## src/rtl/keccak_round_sequencer.sv

```systemverilog
// Round-loop sequencer for Keccak-f[1600]: steers the head-of-pipeline state mux,
// tracks the round tag of each issue and polices the loop for faults.
//
// state | meaning
// IDLE  | ready for a fresh state from the absorb side; feedback here is stray
// WAIT  | one permutation in flight; waiting for the pipeline to return round `rnd_exp`
module keccak_round_sequencer #(
    parameter int ROUNDS  = 24,
    parameter int TIMEOUT = 64
) (
    input  logic        clk,
    input  logic        rst_n,
    input  logic        in_valid,
    output logic        in_ready,
    input  logic        fb_good,
    input  logic [5:0]  fb_round,
    output logic        mux_sample,
    output logic        mux_selector,
    output logic [4:0]  mux_round,
    output logic        out_valid,
    output logic        err,
    output logic [1:0]  err_code,
    output logic        busy,
    output logic [15:0] done_count
);

    localparam logic ST_IDLE = 1'b0;
    localparam logic ST_WAIT = 1'b1;

    localparam logic [4:0] LAST_RND = 5'(ROUNDS - 1);
    localparam logic [9:0] TMO_LAST = 10'(TIMEOUT - 1);

    localparam logic [1:0] CODE_MISMATCH = 2'b01;
    localparam logic [1:0] CODE_TIMEOUT  = 2'b10;
    localparam logic [1:0] CODE_STRAY    = 2'b11;

    logic        state, state_nxt;
    logic [4:0]  rnd_exp, rnd_exp_nxt;
    logic [9:0]  tmo, tmo_nxt;
    logic [1:0]  code_nxt;
    logic        done_inc;

    logic        ready_c, sample_c, sel_c, ov_c, err_c;
    logic [4:0]  round_c;

    logic        fb_match;
    logic        tmo_hit;

    // Bit 5 of the returned tag can never match a legal round, so it always counts as a mismatch.
    assign fb_match = fb_good && (fb_round == {1'b0, rnd_exp});
    assign tmo_hit  = (tmo == TMO_LAST);

    always_comb begin
        state_nxt   = state;
        rnd_exp_nxt = rnd_exp;
        tmo_nxt     = tmo;
        code_nxt    = err_code;
        done_inc    = 1'b0;
        ready_c     = 1'b0;
        sample_c    = 1'b0;
        sel_c       = 1'b0;
        round_c     = 5'd0;
        ov_c        = 1'b0;
        err_c       = 1'b0;

        case (state)
            ST_IDLE: begin
                ready_c  = 1'b1;
                sample_c = in_valid;
                if (fb_good) begin
                    err_c    = 1'b1;
                    code_nxt = CODE_STRAY;
                end
                if (in_valid) begin
                    rnd_exp_nxt = 5'd0;
                    tmo_nxt     = 10'd0;
                    state_nxt   = ST_WAIT;
                end
            end
            ST_WAIT: begin
                if (fb_match) begin
                    if (rnd_exp < LAST_RND) begin
                        sample_c    = 1'b1;
                        sel_c       = 1'b1;
                        round_c     = rnd_exp + 5'd1;
                        rnd_exp_nxt = rnd_exp + 5'd1;
                        tmo_nxt     = 10'd0;
                    end else begin
                        ov_c      = 1'b1;
                        done_inc  = 1'b1;
                        state_nxt = ST_IDLE;
                    end
                end else if (fb_good) begin
                    err_c     = 1'b1;
                    code_nxt  = CODE_MISMATCH;
                    state_nxt = ST_IDLE;
                end else if (tmo_hit) begin
                    err_c     = 1'b1;
                    code_nxt  = CODE_TIMEOUT;
                    state_nxt = ST_IDLE;
                end else begin
                    tmo_nxt = tmo + 10'd1;
                end
            end
            default: begin
                state_nxt = ST_IDLE;
            end
        endcase
    end

    // While reset is held the mux must not sample and no fault may be flagged.
    assign in_ready     = rst_n ? ready_c  : 1'b1;
    assign mux_sample   = rst_n ? sample_c : 1'b0;
    assign mux_selector = rst_n ? sel_c    : 1'b0;
    assign mux_round    = rst_n ? round_c  : 5'd0;
    assign out_valid    = rst_n ? ov_c     : 1'b0;
    assign err          = rst_n ? err_c    : 1'b0;

    always_ff @(posedge clk or negedge rst_n) begin
        if (!rst_n) begin
            state      <= ST_IDLE;
            rnd_exp    <= 5'd0;
            tmo        <= 10'd0;
            err_code   <= 2'b00;
            busy       <= 1'b0;
            done_count <= 16'd0;
        end else begin
            state    <= state_nxt;
            rnd_exp  <= rnd_exp_nxt;
            tmo      <= tmo_nxt;
            busy     <= (state_nxt == ST_WAIT);
            if (err_c) begin
                err_code <= code_nxt;
            end
            if (done_inc) begin
                done_count <= done_count + 16'd1;
            end
        end
    end

endmodule

```

## config.mk

```make
export PLATFORM = sky130hd
export DESIGN_NAME = keccak_round_sequencer
export DESIGN_NICKNAME = d
export VERILOG_FILES = /design/src/rtl/keccak_round_sequencer.sv
export SDC_FILE = /design/constraint.sdc
export NUM_CORES = 1
export LEC_CHECK = 0
export ABC_AREA = 1
export CORE_MARGIN = 2
export CORE_UTILIZATION = 47
export CTS_CLUSTER_SIZE = 40
export DETAILED_ROUTE_END_ITERATION = 7
export DONT_BUFFER_PORTS = 1
export GPL_TIMING_DRIVEN = 0
export PLACE_DENSITY = 0.66
export SETUP_SLACK_MARGIN = 0.4
export SYNTH_ARGS = -nofsm -noshare
export SYNTH_HDL_FRONTEND = slang
export SYNTH_SLANG_ARGS = --single-unit
export TNS_END_PERCENT = 10
```

## constraint.sdc

```tcl
create_clock -name clk -period 1.75 [get_ports clk]
set_clock_uncertainty 0.2 [all_clocks]
set_input_delay 0.35 -clock clk [delete_from_list [all_inputs] [get_ports clk]]
set_output_delay 0.35 -clock clk [all_outputs]
set_load 0.01 [all_outputs]
```

; Yosys cells after proc, flatten, opt, wreduce, memory -nomap -nowiden
; Index checks and enable logic that the tools add are counted.
[word_totals]
register_bits = 34
in_bits = 10
word_cells = 67
output_inout_bits = 29
[op_classes]
muxes = 42
n_addsub = 3
n_eq_ne = 11
n_lt_le_gt_ge = 1
reduce_logical = 4
bitwise = 1
[op_table]
columns = cell, count
row1 = $mux 10, 5
row2 = $mux 5, 7
row3 = $mux 1, 20
row4 = $pmux 10 s2, 1
row5 = $add 16x1->16 const B, 1
row6 = $add 10x1->10 const B, 1
row7 = $eq 10x6->1 const B, 1
row8 = $pmux 5 s2, 1
row9 = $ne 3x2->1 const B, 3
row10 = $mux 2, 4
row11 = $reduce_and 4->1, 2
row12 = $eq 6x5->1, 1
row13 = $ne 2x2->1 const B, 3
row14 = $pmux 1 s2, 3
row15 = $add 5x1->5 const B, 1
row16 = $lt 5x5->1 const B, 1
row17 = $ne 2x1->1 const B, 2
row18 = $pmux 2 s2, 1
row19 = $ne 3x3->1 const B, 1
row20 = $reduce_and 3->1, 1
row21 = $logic_and 1x1->1, 1
row22 = $not 1->1, 1

; Logic depth before layout (Yosys ltp)
[logic_depth]
word_depth = 6
ltp_mapped = 11
mapped_depth_nobuf = 11

; Worst setup path after synthesis
; Ideal clock, no wire load.
[synth_path]
path_kind = reg2out
startpoint = register tmo[0]
endpoint = output port err
path_stages_with_launch = 10
setup_slack_ps = -181
t_arrival_ps = 1381
path_buffers = 0
t_required_ps = 1200
path_cell_list = dfrtp_1 -> ha_1 -> nand2_1 -> nor2_2 -> nand3_2 -> inv_2 -> nand4_1 -> nand2_1 -> nand2_1 -> nor2_1
[synth_between]
elab_chain_cells = 6
[synth_lines]
columns = element, line
row1 = from (decl), 39  ; logic [9:0] tmo, tmo_nxt;
row2 = from (signal assigned), 130  ; tmo <= tmo_nxt;
row3 = $eq 10x6->1, 51  ; assign tmo_hit = (tmo == TMO_LAST);
row4 = $mux 1, 97  ; end else if (tmo_hit) begin
row5 = $mux 1, 93  ; end else if (fb_good) begin
row6 = $mux 1, 81  ; if (fb_match) begin
row7 = $pmux 1 s2, 66  ; case (state)
row8 = $mux 1, 117  ; assign err = rst_n ? err_c : 1'b0;
row9 = to (decl), 21  ; output logic err,
; No other way between the ends.

; Worst setup path in the final report
[layout_path]
startpoint = register rnd_exp[1]
endpoint = output port mux_sample
[layout_between]
elab_chain_cells = 5
word_cells_on_any_way = 7
classes_between = order compare: 1 / eq/ne: 1 / mux: 4 / reduce/logical: 1
[layout_lines]
columns = element, line
row1 = from (decl), 38  ; logic [4:0] rnd_exp, rnd_exp_nxt;
row2 = from (signal assigned), 129  ; rnd_exp <= rnd_exp_nxt;
row3 = $lt 5x5->1 or $eq 6x5->1 (tied branches), "82, 50"
row4 = $mux 1 or $logic_and 1x1->1 (tied branches), "82, 50"
row5 = $mux 1 *, 81
row6 = $pmux 1 s2 *, 66
row7 = $mux 1 *, 113  ; assign mux_sample = rst_n ? sample_c : 1'b0;
row8 = to (decl), 17  ; output logic mux_sample,
; Every way passes the cells marked *; elsewhere a longest branch is shown, timed or not.

==> results.toml <==
[clocking]
hold_buffers = 1
clkSlewWorstSetupHoldPaths_ns = 0.07
h-tree-depth = 2
clock_latency_ns = 0.29
cts.sinks = 34
cts_tree = "yes"
clock-root-buffer = "clkbuf_8"
cts_inserted_buffers = 5
cts.path.max_buffers = 2

[setup_path]
worst_r2r_path_depth = 11
cp-start-kind = "register"
crit_family = "simple AND/OR/NAND/NOR gates"
rr_startpoint = "rnd_exp[1]"
rrSetupSlack_ns = -0.16
crit_type = "reg2out"
r2r_end = "tmo[7]"
crit_path_end_kind = "primary output"
slowest_delay_ns = 0.41
crit_arrival_ns = 1.60
path_buf_inv = 2
cp_max_fo = 4
path_cells = "inv_1 -> nand2_1 -> nand2_2 -> nor2_4 -> buf_4 -> nand3_4 -> nand2_8 -> nand3_4 -> nor2_4"
critPathSlowestCell = "dfrtp_1"
cp.required_ns = 1.20

[grt]
grt_pass1_wl_um = 8940
grt_overflow = 0
antenna_found_initial = 0
grt_max_degree = 37
grt_pass1_vias = 1996
grt_util_all_layers = 0.220

[timing]
rsz0062_at_grt = "true"
hold_slack_ns = -0.457
setup_slack_ns = -0.395
min_period_ns = 2.15
relSlewSlack = 0.724
setup_viol = 41
fin_crit_sh = 1.23
max_freq_mhz = 466
max_slew.worst_pin.slew_ns = 0.413
slew_violations = 0
final_hold_viol_count = 34

[routing]
drtAntennaViolNets = 0
avgViaCountPerCell = 5.19
wl_per_cell_um = 13.1
remaining_drc_errors = 0
vias = 2008
drt_wl_total_um = 5090
firstDrtPassIters = 4
drt-initial-drc-count = 87

[place]
io_buffers = 0
dpl_worst_slack_ns = -0.324
gp_congestion = 0.903
dp_hpwl_um = 3410

[power]
p_seq_frac = 0.446
combPwrFrac = 0.179
irDropWorstVdd_v = 0.000551
leakage_nw = 1.25
p_sw_frac = 0.274
clockPowerShare = 0.375
report.power.total_mw = 1.99
p_int_mw = 1.45
p_per_area_nw_per_um2 = 716
power_switching_mw = 0.546

[synthesis]
yosysWarnings = 0
synth-seq-cells = 34
synth-async-reset-ratio = 1.00
yosysTopAreaCell = "dfrtp_1"
syn_area_per_cell_um2 = 7.29
synth_top_area_frac = 0.387
synth_area_um2 = 2200
synth_ff_type = "dfrtp_1"
syn_inst = 302
ys_top_cells_by_area = "dfrtp_1 (39%), nand2_1 (18%), nor2_1 (5.6%)"
seq_area_frac_synth = 0.387
synth-edff-count = 0
ys_types = 25
synth.net_count = 315

[floorplan]
core_area_um2 = 4440
die_y_um = 72.4
initial_core_util = 0.495
die_w_um = 72.4
row_count = 24
ios = 39
die_area_um2 = 5250

[hold_path]
hold_path.class = "in2async"

[final_layout]
n_antenna_cell = 0
syn_to_final_growth_pct = 26.5
fin_nets = 348
final_common_cell = "nand2_1"
final_cell_mix = "nand2_1 (92), nor2_1 (26), inv_1 (25), dfrtp_1 (25), buf_4 (23)"
layout-drive-gt1-share = 0.275

[flow_run]
drv_cap = 0

[outcome]
status = "finished, violations left"
violations = "hold timing, setup timing"
[stage by stage]
stage | utilization | setup TNS, ns | instances | area [µm²]
floorplan | - | -0.616 | 302 | 2240
global placement | 0.518 | -3.02 | 354 | 2300
detailed placement | 0.518 | -3.23 | 354 | 2300
CTS | 0.610 | -4.13 | 382 | 2710
global route | 0.627 | -11.56 | 387 | 2790
finish | 0.627 | -6.98 | 387 | 2790
[Yosys cell counts, types with 2 or more instances]
cell	n
nand2_4	2
nor2_2	2
nand3_2	2
dfrtp_1	34
nor3_1	10
xor2_1	14
ha_1	3
nand3_1	21
nor2_1	33
xnor2_1	8
nand2_1	105
inv_2	5
o21ai_1	16
buf_4	2
inv_1	26
nand2_2	4
nor2_4	3
nand4_1	5
[logic make-up after synthesis]
| family | Yosys count | synth area share |
|---|---|---|
| AOI/OAI and AO/OA | 17 | 0.0404 |
| and+or+nand+nor | 190 | 0.394 |
| xor gates and xnor gates | 23 | 0.0949 |
| DFF | 34 | 0.387 |
| buffers and inverters | 35 | 0.0671 |
| adders and majority gates | 3 | 0.0171 |
[final cells by class]
class	instances	area, µm²
plain buffers	4	33.8
clock buffers	6	82.6
clock inverters	1	30.0
fillers	386	1660
inverters	31	121
multi-input cells	233	1370
flip-flops and latches	34	862
well taps	52	65.1
repair buffers	26	216
[power by group through the flow]
| stage | combinational [mW] | clock, mW | sequential, mW |
|---|---|---|---|
| 2_1_floorplan | 0.169 | 0 | 0.890 |
| 3_3_place_gp | 0.203 | 0 | 0.903 |
| 3_5_place_dp | 0.207 | 0 | 0.903 |
| 4_1_cts | 0.325 | 0.769 | 0.884 |
| 5_1_grt | 0.393 | 0.796 | 0.896 |
| 6_report | 0.357 | 0.748 | 0.889 |
[state kept, by name, indices dropped and copies added, names as in the netlist]
register    count
tmo            10
err_code        2
rnd_exp         5
state           1
done_count     16
[metal layers]
| layer | GRT usage | wire (µm) |
|---|---|---|
| met2 | 0.366 | 2560 |
| met3 | 0.0819 | 308 |
| met4 | 0.0823 | 78 |
| met1 | 0.258 | 2140 |
| met5 | 0 | 0 |
[timing repair]
action,4_1_cts,5_1_grt
pin swaps,17,11
resized for setup,34,14
setup endpoints to repair,44,48
gates cloned,0,0
endpoints found under the hold margin,35,34
buffers inserted,20,5
[how the worst max path moves through the flow]
stage | from | end | slack (ns) | cells after the start
2_1_floorplan | tmo[0] | err | -0.12 | 9
3_3_place_gp | tmo[0] | err | -0.33 | 9
3_5_place_dp | tmo[0] | err | -0.32 | 9
4_1_cts | tmo[1] | err | -0.40 | 9
5_1_grt | rnd_exp[1] | mux_round[0] | -0.49 | 8
6_report | rnd_exp[1] | mux_sample | -0.40 | 9
Power figures use the tool's default switching activity.
